<file path="src/rtl/ro_trace_reader.sv">
// Read-side engine for the RO trace BRAM: credit-limited port-B reads feed a small
// first-word-fall-through FIFO that drains as a valid/ready stream with a last flag.

module ro_trace_reader_chk #(
  parameter int FIFO_DEPTH = 4,
  parameter int CNT_W      = 4
) (
  input logic             clk,
  input logic             rst,
  input logic             push,
  input logic             pop,
  input logic [CNT_W-1:0] fifo_count
);
  a_no_overflow: assert property (@(posedge clk) disable iff (rst)
    !(push && !pop && (fifo_count == CNT_W'(FIFO_DEPTH))));
  a_count_bound: assert property (@(posedge clk) disable iff (rst)
    fifo_count <= CNT_W'(FIFO_DEPTH));
endmodule

module ro_trace_reader #(
  parameter int ADDR_W       = 17,
  parameter int DATA_W       = 16,
  parameter int READ_LATENCY = 1,
  parameter int FIFO_DEPTH   = 4
) (
  input  logic              clk_200MHz,
  input  logic              rst,
  input  logic              start_read,
  input  logic [ADDR_W-1:0] start_addr,
  input  logic [ADDR_W:0]   num_samples,
  input  logic              abort,
  output logic              bram_clk_b,
  output logic              bram_en_b,
  output logic [ADDR_W-1:0] bram_addr_b,
  input  logic [DATA_W-1:0] bram_dout_b,
  output logic [DATA_W-1:0] m_tdata,
  output logic              m_tvalid,
  input  logic              m_tready,
  output logic              m_tlast,
  output logic              busy,
  output logic              done,
  output logic [ADDR_W:0]   words_sent
);
  localparam int PTR_W = (FIFO_DEPTH > 1) ? $clog2(FIFO_DEPTH) : 1;
  localparam int CNT_W = PTR_W + 2;
  localparam logic [ADDR_W:0]   ONE_W   = (ADDR_W+1)'(1);
  localparam logic [ADDR_W:0]   ZERO_W  = {(ADDR_W+1){1'b0}};
  localparam logic [CNT_W-1:0]  DEPTH_C = CNT_W'(FIFO_DEPTH);

  typedef enum logic [1:0] {IDLE = 2'd0, ISSUE = 2'd1, DRAIN = 2'd2} state_t;

  state_t                  state_r;
  logic [ADDR_W-1:0]       addr_r;
  logic [ADDR_W:0]         reads_left_r;
  logic [ADDR_W:0]         count_r;
  logic [READ_LATENCY-1:0] rv_r;
  logic [DATA_W-1:0]       mem_r [FIFO_DEPTH];
  logic [PTR_W-1:0]        wr_ptr_r;
  logic [PTR_W-1:0]        rd_ptr_r;
  logic [CNT_W-1:0]        fifo_count_r;
  logic                    push_s;
  logic                    pop_s;
  logic                    issue_s;
  logic [CNT_W-1:0]        in_flight_s;

  assign bram_clk_b = clk_200MHz;
  assign push_s     = rv_r[READ_LATENCY-1];
  assign m_tvalid   = (fifo_count_r != {CNT_W{1'b0}});
  assign m_tdata    = mem_r[rd_ptr_r];
  assign pop_s      = m_tvalid & m_tready;
  assign m_tlast    = m_tvalid & (words_sent == (count_r - ONE_W));

  // Read credit: FIFO occupancy plus reads still in the BRAM pipe must fit the FIFO
  always_comb begin
    in_flight_s = CNT_W'(bram_en_b);
    for (int i = 0; i < READ_LATENCY; i++) begin
      in_flight_s = in_flight_s + CNT_W'(rv_r[i]);
    end
    if ((state_r == ISSUE) && (reads_left_r != ZERO_W) &&
        ((fifo_count_r + in_flight_s) < (DEPTH_C + CNT_W'(pop_s)))) begin
      issue_s = 1'b1;
    end else begin
      issue_s = 1'b0;
    end
  end

  // FIFO storage; stale writes after an abort are harmless because the pointers reset
  always_ff @(posedge clk_200MHz) begin
    if (push_s) begin
      mem_r[wr_ptr_r] <= bram_dout_b;
    end
  end

  // Control FSM, read pipe tagging, FIFO pointers and stream bookkeeping
  always_ff @(posedge clk_200MHz or posedge rst) begin
    if (rst) begin
      state_r      <= IDLE;
      addr_r       <= {ADDR_W{1'b0}};
      reads_left_r <= ZERO_W;
      count_r      <= ZERO_W;
      rv_r         <= {READ_LATENCY{1'b0}};
      wr_ptr_r     <= {PTR_W{1'b0}};
      rd_ptr_r     <= {PTR_W{1'b0}};
      fifo_count_r <= {CNT_W{1'b0}};
      bram_en_b    <= 1'b0;
      bram_addr_b  <= {ADDR_W{1'b0}};
      busy         <= 1'b0;
      done         <= 1'b0;
      words_sent   <= ZERO_W;
    end else if (abort) begin
      state_r      <= IDLE;
      reads_left_r <= ZERO_W;
      rv_r         <= {READ_LATENCY{1'b0}};
      wr_ptr_r     <= {PTR_W{1'b0}};
      rd_ptr_r     <= {PTR_W{1'b0}};
      fifo_count_r <= {CNT_W{1'b0}};
      bram_en_b    <= 1'b0;
      busy         <= 1'b0;
      done         <= 1'b0;
    end else begin
      done      <= 1'b0;
      bram_en_b <= issue_s;
      rv_r[0]   <= bram_en_b;
      for (int i = 1; i < READ_LATENCY; i++) begin
        rv_r[i] <= rv_r[i-1];
      end
      if (issue_s) begin
        bram_addr_b  <= addr_r;
        addr_r       <= addr_r + ADDR_W'(1);
        reads_left_r <= reads_left_r - ONE_W;
      end
      if (push_s) begin
        wr_ptr_r <= wr_ptr_r + PTR_W'(1);
      end
      if (pop_s) begin
        rd_ptr_r   <= rd_ptr_r + PTR_W'(1);
        words_sent <= words_sent + ONE_W;
      end
      fifo_count_r <= fifo_count_r + CNT_W'(push_s) - CNT_W'(pop_s);

      case (state_r)
        IDLE: begin
          if (start_read && (num_samples != ZERO_W)) begin
            // First read goes out straight from IDLE to shorten start latency
            bram_en_b    <= 1'b1;
            bram_addr_b  <= start_addr;
            addr_r       <= start_addr + ADDR_W'(1);
            reads_left_r <= num_samples - ONE_W;
            count_r      <= num_samples;
            words_sent   <= ZERO_W;
            busy         <= 1'b1;
            state_r      <= (num_samples == ONE_W) ? DRAIN : ISSUE;
          end else if (start_read) begin
            done <= 1'b1;
          end else begin
            state_r <= IDLE;
          end
        end
        ISSUE: begin
          if (issue_s && (reads_left_r == ONE_W)) begin
            state_r <= DRAIN;
          end
        end
        DRAIN: begin
          if (pop_s && m_tlast) begin
            state_r <= IDLE;
            busy    <= 1'b0;
            done    <= 1'b1;
          end
        end
        default: state_r <= IDLE;
      endcase
    end
  end

  ro_trace_reader_chk #(.FIFO_DEPTH(FIFO_DEPTH), .CNT_W(CNT_W)) u_chk (
    .clk        (clk_200MHz),
    .rst        (rst),
    .push       (push_s),
    .pop        (pop_s),
    .fifo_count (fifo_count_r)
  );
endmodule

</file>
<file path="config.mk">
export PLATFORM = sky130hd
export DESIGN_NAME = ro_trace_reader
export DESIGN_NICKNAME = d
export VERILOG_FILES = /design/src/rtl/ro_trace_reader.sv
export SDC_FILE = /design/constraint.sdc
export NUM_CORES = 1
export LEC_CHECK = 0
export CAP_MARGIN = 10
export CELL_PAD_IN_SITES_DETAIL_PLACEMENT = 1
export CELL_PAD_IN_SITES_GLOBAL_PLACEMENT = 2
export CORE_ASPECT_RATIO = 0.8
export CORE_MARGIN = 8
export CORE_UTILIZATION = 25
export DETAILED_ROUTE_END_ITERATION = 8
export GPL_TIMING_DRIVEN = 1
export PLACE_DENSITY = 0.6
export SLEW_MARGIN = 30
export SYNTH_ARGS = -nofsm -noshare
export SYNTH_HDL_FRONTEND = slang
export SYNTH_SLANG_ARGS = --single-unit
export TNS_END_PERCENT = 20
</file>
<file path="constraint.sdc">
create_clock -name clk_200MHz -period 5.35 [get_ports clk_200MHz]
set_input_delay 0.8025 -clock clk_200MHz [delete_from_list [all_inputs] [get_ports clk_200MHz]]
set_output_delay 0.8025 -clock clk_200MHz [all_outputs]
set_load 0.05 [all_outputs]
</file>
==> impl_metrics.json <==
{
  "viasPerCell": 4.682,
  "synth_cell_types": 68,
  "drtIter0Drc": 414,
  "worst_slack_ns": 0.4567,
  "final_antenna_net_count": 0,
  "dieArea_um2": 41490,
  "hold_buffers": 0,
  "ir_worst_vdd_mv": 0.1885,
  "worstMarginPinSlew_ns": 0.9135,
  "cts_tree": "yes",
  "pre_cts_slack_ns": 0.9899,
  "path_cells": "nor4_1 -> nand4_1 -> a211oi_1 -> a31oi_1 -> nor4_1 -> and3_1 -> clkdlybuf4s50_1",
  "layout.nets": 973,
  "hold_viol": 0,
  "wl_per_cell_um": 18.86,
  "worstPathRequired_ns": 4.55,
  "gr-total-overflow": 0,
  "chipWidth_um": 225.7,
  "yosysTopAreaCellShare": 0.2901,
  "synth_edf_count": 64,
  "remaining_drc_errors": 0,
  "fin_crit_ns": 4.893,
  "grt_pass1_wl_mm": 41.81,
  "postSynthCellCount": 796,
  "reg2reg_from": "push_s$_DFF_PP0_",
  "report.final.slew_viol_count": 0,
  "hpwl_mm": 18.36,
  "num_rows": 61,
  "leakage_uw": 0.004194,
  "hold_path.class": "reg -> reg",
  "portBuffers": 112,
  "cap_violations": 0,
  "ios": 113,
  "finalSetupViolations": 0,
  "drt_wl_total_mm": 26.04,
  "slowest_stage": "clkdlybuf4s50_1",
  "clock_latency_ns": 0.55,
  "start_util": 0.2534,
  "fp.dieH_um": 183.8,
  "reg2reg_to": "addr_r[16]$_DFFE_PP0N_",
  "cts_setup_buffers": 0,
  "crit_arrival_ns": 4.09,
  "grt_pass1_vias": 6933,
  "grt.total_usage": 0.1304,
  "max_stage_delay_ns": 0.87,
  "status": "completed",
  "cp-end-kind": "primary output",
  "yosysSeqAreaShare": 0.5085,
  "place_congestion": 0.7323,
  "setup-tns-final_ns": 0,
  "grt_use_met3": 0.03524,
  "grt_max_degree": 43,
  "vias": 6466,
  "ff2ff_path_depth": 11,
  "use_met2": 0.1974,
  "critical_path.most_common_cell": "nor4_1",
  "grtUsageMet1": 0.1794,
  "min_from": "bram_addr_b[3]$_DFFE_PP0N_",
  "drt-pass1-iter-count": 6,
  "num_antenna_cells": 0,
  "syn_avg_cell_area_um2": 11.05,
  "min_path_cells": 2,
  "yosysWarnings": 0,
  "cts_resized": 0,
  "yosysTopAreaCell": "dfrtp_1",
  "crit_type": "reg -> out",
  "netlist_area_um2": 8798,
  "clk_pin_slew_ns": 0.08,
  "syn_to_final_growth_pct": 25.61,
  "rsz0062_at_grt": "no",
  "holdPathEnd": "bram_addr_b[3]$_DFFE_PP0N_",
  "synth_flop_cell": "dfrtp_1",
  "finClkSkew_ns": 0.01313,
  "antenna_found_initial": 0,
  "final_common_cell": "clkdlybuf4s50_1",
  "rrSetupSlack_ns": 1.88,
  "synth_seq_cells": 166,
  "core_region_area_um2": 34730,
  "finalCritPeriodShare": 0.9146,
  "grt.busiest_layer": "met2",
  "final_cell_mix": "111 x clkdlybuf4s50_1, 101 x dfrtp_1, 78 x nand2_1",
  "crit_fanout": 7,
  "max-slew-margin-rel": 0.3910,
  "postSynth.asyncResetShare": 0.6145,
  "drive_gt1_frac": 0.09681,
  "synth.area.top_cells": "dfrtp_1 29%, edfxtp_1 22%, xnor2_1 5.2%",
  "syn-num-nets": 873,
  "cp-start-kind": "flop",
  "fmax_mhz": 204.4,
  "fill_cells": 3795,
  "p_per_area_nw_per_um2": 426.0
}
kinds of logic after synthesis:
kind of cell               after synthesis  synth area share
adders and majority gates               21           0.03157
and+or+nand+nor                        287            0.1687
xor gates and xnor gates                85           0.08461
AOI/OAI and AO/OA                      130            0.1131
DFF                                    166            0.5085
muxes                                   22           0.04807
buffers and inverters                   85           0.04551
cells in the mapped netlist (all sizes together), types with 19 or more instances:
cell type / number
nor3: 20
a21oi: 25
xor2: 33
nand3: 24
edfxtp: 64
dfrtp: 102
clkbuf: 21
xnor2: 52
nor2: 65
inv: 43
nand2: 78
ha: 19
buf: 21
metrics by stage:
step           cell area (um2)  std cells  hold WS, ns  total power [uW]  utilization
2_1_floorplan             8798        796       0.4668              2821            -
3_3_place_gp             10330       1345       0.4912              3327       0.2974
3_5_place_dp             10330       1345       0.5101              3342       0.2976
4_1_cts                  11040       1380       0.5292              4791       0.3179
5_1_grt                  11050       1381       0.5531              4974       0.3182
6_report                 11050       1381       0.5183              4708       0.3182
final cells by class:
cell class	count	area, um2	area share
sequential	166	4476	0.4050
inverter	43	163.9	0.01483
tap	472	590.6	0.05344
clock inverter	15	206.4	0.01868
clock buffer	21	510.5	0.04619
timing repair buffer	119	1170	0.1059
multi-input combinational	545	3935	0.3561
report_power, final:
group / switching, uW / internal, uW / total, uW
Clock: 701 / 757 / 1460
Sequential: 228 / 1490 / 1720
Combinational: 915 / 618 / 1530
worst max path at each step:
stage	start	endpoint	slack, ns
floorplan	clk_200MHz	bram_clk_b	1.71
global placement	count_r[0]$_DFFE_PP0P_	m_tlast	1.01
detailed placement	count_r[0]$_DFFE_PP0P_	m_tlast	0.99
CTS	count_r[8]$_DFFE_PP0P_	m_tlast	0.38
global route	count_r[8]$_DFFE_PP0P_	m_tlast	0.23
finish	count_r[8]$_DFFE_PP0P_	m_tlast	0.46
worst max-delay path, delay by kind of cell (launching register included):
family                 cells  cell delay, ns
AOI/OAI and AO/OA          2            0.31
DFF                        1            0.46
and+or+nand+nor            4            1.90
buffers and inverters      1            0.87
routing by layer:
layer / vias to the layer above / share of wire
li1: 3103 / -
met1: 3250 / 0.49
met2: 98 / 0.45
met3: 15 / 0.040
met4: 0 / 0.012
met5: - / 0
sequential cells by signal (all words and copies together) (netlist names):
signal	flops
wr_ptr_r	2
bram_addr_b	17
count_r	18
fifo_count_r	4
addr_r	17
bram_en_b	1
mem_r	64
reads_left_r	18
state_r	2
push_s	1
busy	1
words_sent	18
rd_ptr_r	2
done	1
(Power assumes the default switching activity.)
